### config.mk
export PLATFORM = sky130hd
export DESIGN_NAME = prog_loader
export DESIGN_NICKNAME = d
export VERILOG_FILES = /design/src/rtl/prog_loader.sv
export SDC_FILE = /design/constraint.sdc
export NUM_CORES = 1
export LEC_CHECK = 0
export BUFFER_PORTS_ARGS = -buffer_cell sky130_fd_sc_hd__buf_2
export CAP_MARGIN = 10
export CELL_PAD_IN_SITES_DETAIL_PLACEMENT = 1
export CELL_PAD_IN_SITES_GLOBAL_PLACEMENT = 2
export CORE_MARGIN = 1
export CORE_UTILIZATION = 33
export CTS_BUF_LIST = sky130_fd_sc_hd__clkbuf_4 sky130_fd_sc_hd__clkbuf_8 sky130_fd_sc_hd__clkbuf_16
export DETAILED_ROUTE_END_ITERATION = 10
export GPL_TIMING_DRIVEN = 0
export PLACE_DENSITY_LB_ADDON = 0.1
export RECOVER_POWER = 50
export SYNTH_ARGS = -nofsm -noshare
export SYNTH_HDL_FRONTEND = slang
export SYNTH_SLANG_ARGS = --single-unit
### constraint.sdc
create_clock -name clk -period 1.9 [get_ports clk]
set_clock_uncertainty 0.15 [all_clocks]
set_input_delay 0.285 -clock clk [delete_from_list [all_inputs] [get_ports clk]]
set_output_delay 0.285 -clock clk [all_outputs]
set_load 0.005 [all_outputs]
### src/rtl/prog_loader.sv
// Boot-time instruction memory loader: assembles 9-bit words from a byte stream,
// writes them from address 0, verifies an XOR checksum, then releases the CPU.
module prog_loader #(
  parameter int ADDR_W     = 8,
  parameter int INSTR_W    = 9,
  parameter int RESET_HOLD = 2
) (
  input  logic               clk,
  input  logic               reset,
  input  logic [7:0]         in_data,
  input  logic               in_valid,
  output logic               in_ready,
  output logic               im_we,
  output logic [ADDR_W-1:0]  im_addr,
  output logic [INSTR_W-1:0] im_wdata,
  output logic               cpu_reset,
  output logic               load_done,
  output logic               load_err
);

  localparam int CNT_W  = ADDR_W + 1;
  localparam int HOLD_W = $clog2(RESET_HOLD + 1);

  typedef enum logic [2:0] {
    S_IDLE, S_LO, S_HI, S_CHK, S_HOLD, S_RUN, S_ERR
  } state_t;

  state_t            state, state_nxt;
  logic [CNT_W-1:0]  len;
  logic [CNT_W-1:0]  count;
  logic [7:0]        csum;
  logic [7:0]        lo;
  logic [HOLD_W-1:0] hold_cnt;
  logic              xfer;
  logic              last_pair;
  logic              hold_last;

  assign in_ready  = (state != S_HOLD);
  assign xfer      = in_valid && in_ready;
  // Compare is CNT_W bits wide so LEN=0 (stored as 256) terminates after 256 pairs.
  assign last_pair = ((count + CNT_W'(1)) == len);
  assign hold_last = (hold_cnt == HOLD_W'(1));

  always_ff @(posedge clk) begin
    if (reset) state <= S_IDLE;
    else       state <= state_nxt;
  end

  always_comb begin
    // NOTE: default first so every path assigns state_nxt and no latch is inferred.
    state_nxt = state;
    case (state)
      S_IDLE, S_RUN, S_ERR: if (xfer) state_nxt = S_LO;
      S_LO:                 if (xfer) state_nxt = S_HI;
      S_HI:                 if (xfer) state_nxt = last_pair ? S_CHK : S_LO;
      S_CHK:                if (xfer) state_nxt = (in_data == csum) ? S_HOLD : S_ERR;
      S_HOLD:               if (hold_last) state_nxt = S_RUN;
      default:              state_nxt = S_IDLE;
    endcase
  end

  // NOTE: registered state uses non-blocking assignments so all updates see pre-edge values.
  always_ff @(posedge clk) begin
    if (reset) begin
      len       <= '0;
      count     <= '0;
      csum      <= '0;
      lo        <= '0;
      hold_cnt  <= '0;
      im_we     <= 1'b0;
      im_addr   <= '0;
      im_wdata  <= '0;
      cpu_reset <= 1'b1;
      load_done <= 1'b0;
      load_err  <= 1'b0;
    end else begin
      im_we     <= 1'b0;
      load_done <= 1'b0;
      case (state)
        S_IDLE, S_RUN, S_ERR: begin
          if (xfer) begin
            len       <= (in_data == 8'd0) ? CNT_W'(256) : CNT_W'(in_data);
            csum      <= in_data;
            count     <= '0;
            cpu_reset <= 1'b1;
            load_err  <= 1'b0;
          end
        end
        S_LO: begin
          if (xfer) begin
            lo   <= in_data;
            csum <= csum ^ in_data;
          end
        end
        S_HI: begin
          if (xfer) begin
            csum     <= csum ^ in_data;
            im_we    <= 1'b1;
            im_addr  <= count[ADDR_W-1:0];
            im_wdata <= INSTR_W'({in_data[0], lo});
            count    <= count + CNT_W'(1);
          end
        end
        S_CHK: begin
          if (xfer) begin
            if (in_data == csum) hold_cnt <= HOLD_W'(RESET_HOLD);
            else                 load_err <= 1'b1;
          end
        end
        S_HOLD: begin
          hold_cnt <= hold_cnt - HOLD_W'(1);
          if (hold_last) begin
            cpu_reset <= 1'b0;
            load_done <= 1'b1;
          end
        end
        default: ;
      endcase
    end
  end

endmodule

---- Yosys cells after proc, flatten, opt, wreduce, memory -nomap -nowiden ----
Cells that the tools add are included.
storage, ports and cells
  word-level logic and storage cells ...... 83
  register bits after elaboration ......... 60
  input bits .............................. 11
  output and inout bits ................... 22
operators by class
  multiplexer cells ....................... 27
  $add $sub $neg .......................... 2
  equality and inequality tests ........... 18
  reductions and logical operators ........ 21
  bitwise operators ....................... 3
operators with widths
  kind                                                                   count
  9-bit two-way mux                                                      3
  9-bit one-hot mux with 2 select lines                                  1
  8-bit two-way mux                                                      2
  8-bit one-hot mux with 2 select lines                                  1
  3-bit two-way mux                                                      5
  3-bit one-hot mux with 5 select lines                                  1
  2-bit inequality test, second input constant                           7
  3-bit AND reduction                                                    4
  2-bit nonzero test                                                     5
  9-bit by 1-bit adder with 9-bit output, second input constant          1
  3-bit equality test, second input constant                             3
  9-bit equality test                                                    1
  8-bit equality test                                                    1
  8-bit logical NOT                                                      1
  2-bit two-way mux                                                      4
  8-bit XOR                                                              1
  1-bit two-way mux                                                      7
  3-bit by 2-bit equality test with 1-bit output, second input constant  2
  2-bit AND reduction                                                    3
  2-bit OR reduction                                                     3
  5-bit AND reduction                                                    1
  1-bit one-hot mux with 2 select lines                                  2
  2-bit one-hot mux with 2 select lines                                  1
  4-bit AND reduction                                                    1
  9 further kinds                                                        10

---- Depth between registers and ports, before layout ----
  depth in word-level cells ............... 5
  gate-level depth with buffers ........... 8

---- Worst setup path after synthesis ----
No wires, ideal clock.
  path type ............................... reg2reg
  start ................................... reg count[0]
  end ..................................... reg state[1]
  clock period less this slack ............ 1.752 ns
  arrival time ............................ 1.515 ns
  stages on the path, launching flop included .. 8
  path slack .............................. 0.148 ns
  buffers on the path ..................... 1
  cell sequence ........................... dfxtp_1 ha_1 clkbuf_1 nand3_1 nor2_1 xnor2_1 nand4_1 o31ai_1
between the ends
  word-level cells in the longest chain between the ends .. 5
RTL lines
  what                                    RTL line  RTL
  from (decl)                             30        logic [CNT_W-1:0] count;
  from (signal assigned)                  101       count <= count + CNT_W'(1);
  9-bit by 1-bit adder with 9-bit output  41        assign last_pair = ((count + CNT_W'(1)) == len);
  9-bit equality test                     41
  2-bit two-way mux                       55        S_HI: if (xfer) state_nxt = last_pair ? S_CHK : S_LO;
  3-bit two-way mux                       55
  3-bit one-hot mux with 5 select lines   52        case (state)
  to (signal assigned)                    46        else state <= state_nxt;
  to (decl)                               28        state_t state, state_nxt;
No other way between the ends. The select of a mux whose other input is x is not followed.
A chain may end at the register's enable or synchronous reset.

---- Worst setup path after layout ----
  start ................................... reg state[0]
  end ..................................... out in_ready
between the ends
  word-level cells in the longest chain between the ends .. 1
RTL lines
  what                   RTL line  RTL
  3-bit inequality test  38        assign in_ready = (state != S_HOLD);
  to (decl)              12        output logic in_ready,
No other way between the ends.

==> summary.md <==
| Metric | Value |
|---|---|
| Mapped Cells | 364 |
| Slew Limit Headroom | 52.11% |
| Pin count of the biggest net entering global routing | 13 |
| Number of remaining DRC errors | 0 |
| Final Worst Setup Slack | 0.06537 ns |
| Antenna Nets Post-Route | 0 |
| Final period util | 96.56% |
| Synth top area share | 42.69% |
| Num CTS Buffers | 9 |
| Critical Path Start Type | flop |
| Syn_area_per_cell | 7.731 um2 |
| Placed cells | 501 |
| Post-DP HPWL | 5.877 mm |
| Sequential Power Share | 46.3% |
| Highest Clock Rate | 545.1 MHz |
| Die Y | 94.34 um |
| Switching power | 832.0 uW |
| I/O Pins | 33 |
| Non-Filler Instances | 516 |
| Vias per inst | 5.016 |
| RSZ-0062 raised after global routing | false |
| Final setup fails | 0 |
| Worst Path Required | 1.46 ns |
| Status | finished clean |
| Core Rows | 33 |
| Met1 Resource Use GR | 25.89% |
| Placed instance area | 3105 um2 |
| Seq cells post-synth | 60 |
| Ys Warns | 0 |
| Core area | 8217 um2 |
| Worst IR Drop VDD | 0.3543 mV |
| Final min period | 1.835 ns |
| Crit end category | output port |
| Post-layout instance area | 3356 um2 |
| Max Cap Violations | 0 |
| Die area | 8900 um2 |
| Slew at the pin closest to its max-slew limit | 0.7183 ns |
| First-pass GRT wire length | 13.41 mm |
| Hold Worst Slack | 0.09095 ns |
| H-tree depth | 3 |
| Post-Syn Nets | 377 |
| Clock Path Buffers | 2 |
| Max-slew violations | 0 |
| P_leak | 1.228 nW |
| Layout fillers | 1015 |
| Grt total ovfl | 0 |
| Final net count | 419 |
| Power per cell area | 861.0 nW/um2 |
| Vias in the first global route | 2579 |
| WL/cell | 15.67 um |
| Met2 global-route usage | 33.39% |
| Die width | 94.34 um |
| Clock power frac | 41.1% |
| Internal | 2.057 mW |
| Gr busiest metal | met2 |
| Layout cells sized above 1 | 15.09% |
| Post-place setup slack | -0.2274 ns |
| M3 GR Usage | 3.462% |
| Initial Utilization | 34.25% |
| Most frequent cells in the layout | 89 x nand2_1, 57 x dfxtp_1, 51 x a21oi_1 |
| Switching portion of total power | 28.80% |
| Pre-Repair DR Iteration Count | 4 |
| Setup Crit Path Kind | flop to output port |
| Comb power frac | 12.6% |
| Sequential-to-total area share from yosys stat | 42.69% |
| Buffers added on ports | 32 |
| Top post-synthesis cells by area | dfxtp_1 43%, nand2_1 12%, a21oi_1 9.1% |
| R2R setup slack | 0.10 ns |
| Distinct cell type count after synthesis | 44 |
| Post-Synthesis Cell Area | 2814 um2 |
| Later-pin clock latency in the skew report | 0.34 ns |
| GRT Overall Usage | 20.00% |
| Final Hold Viols | 0 |
| WL final | 8.085 mm |
| Clock tree from TritonCTS | yes |
| CP max FO | 9 |
| Clock transition at path regs | 0.07 ns |
| Root buf cell | clkbuf_8 |
| Worst Path Arrival | 1.40 ns |
| Design Power | 2.889 mW |
| Most common cell after layout, fill and taps aside | nand2_1 |
| P&R area growth vs syn | 19.25% |
| N_diodes | 0 |
| Synth area leader | dfxtp_1 |
| Hold Path Class | input pin to flop |
| Initial antenna violation count | 0 |
| Via count | 2588 |
| Clk sink count | 60 |
| 1st-iter DRT viols | 77 |
| RePlAce Congestion | 0.7661 |
cell families (layout without fill, tap and decap cells):
group,count (synthesis),in the layout,share of synthesized area [%]
AND/OR/NAND/NOR,158,158,25.48
AO/OA/AOI/OAI,84,84,16.59
flip-flops,60,60,42.69
XOR/XNOR,31,31,9.649
buffers and inverters,29,76,4.713
adder cells (fa/ha/maj),2,2,0.8891
path summary, 6_finish.rpt:
path              cells after the start         from          end
setup / recovery                      4     state[0]     in_ready
hold / removal                        3   in_data[4]        lo[4]
setup reg to reg                      5     state[1]     count[8]
hold reg to reg                       2  im_wdata[8]  im_wdata[8]
registers in the layout, summed over array words and instances, names as in the netlist:
signal     flops
count          9
im_wdata       9
len            9
csum           8
im_addr        8
lo             8
state          3
hold_cnt       2
cpu_reset      1
im_we          1
load_done      1
load_err       1
per-stage QoR:
| stage | utilization (%) | TNS (ns) |
|---|---|---|
| after floorplan | - | 0 |
| after global placement | 37.80 | -5.118 |
| final | 40.84 | 0 |
| after detailed placement | 37.80 | -6.060 |
| after global routing | 40.84 | 0 |
| after CTS | 40.49 | 0 |
layer usage:
layer,share of wire (%),vias to the layer above
met1,48,1240
met5,0,-
met3,2.7,7
li1,-,1313
met4,1.1,0
met2,48,28
power groups by stage:
stage | sequential (mW) | clock, mW | combinational (mW)
6_report | 1.34 | 1.19 | 0.365
5_1_grt | 1.34 | 1.27 | 0.414
4_1_cts | 1.34 | 1.22 | 0.363
3_5_place_dp | 1.37 | 0 | 0.350
3_3_place_gp | 1.36 | 0 | 0.344
2_1_floorplan | 1.36 | 0 | 0.240
cells in the mapped netlist:
cell,instances
a211oi_1,5
o22ai_1,1
nand3b_1,1
or3b_1,1
buf_1,1
nor3_1,3
o31ai_1,1
o32ai_1,1
and2_1,2
o311ai_0,1
a31oi_1,1
nor4_1,4
o211ai_1,1
nor3_2,1
buf_6,2
nor2b_1,3
o21a_1,1
a21o_1,1
nor2b_2,1
nand3_1,11
nand4b_1,1
or3_1,5
nand2_1,89
nand2b_1,3
and3b_1,1
nor2_1,21
xnor2_1,18
and3_1,3
xor2_1,13
inv_1,5
nor3b_1,3
or4_1,2
a21oi_1,51
and2_0,1
dfxtp_1,60
a221oi_1,1
o221a_2,1
buf_2,7
o21ai_0,17
ha_1,2
nand4_1,2
clkinv_1,1
a21oi_2,1
clkbuf_1,13
critical path: stages, from the launching register on:
cell and delay, ns:
dfxtp_1 0.31, buf_6 0.13, or3b_4 0.37, buf_6 0.14
buf_2 0.12
repair_timing:
item                       4_1_cts  5_1_grt
pin swaps                        1        1
setup endpoints to repair       39       39
buffers inserted                 1        0
resized for setup                7       24
cloned                           0        0
hold buffers                     0        0
layout make-up:
class / count / area [um2] / share of cell area [%]
clock inverters: 7 / 75.07 / 2.237
clock buffers: 9 / 123.9 / 3.691
repair buffers: 33 / 150.1 / 4.474
flip-flops and latches: 60 / 1205 / 35.91
plain buffers: 21 / 122.6 / 3.654
multi-input cells: 275 / 1525 / 45.45
inverters: 6 / 22.52 / 0.6711
well taps: 105 / 131.4 / 3.915
Note: power is estimated with default switching activity, not from simulation.
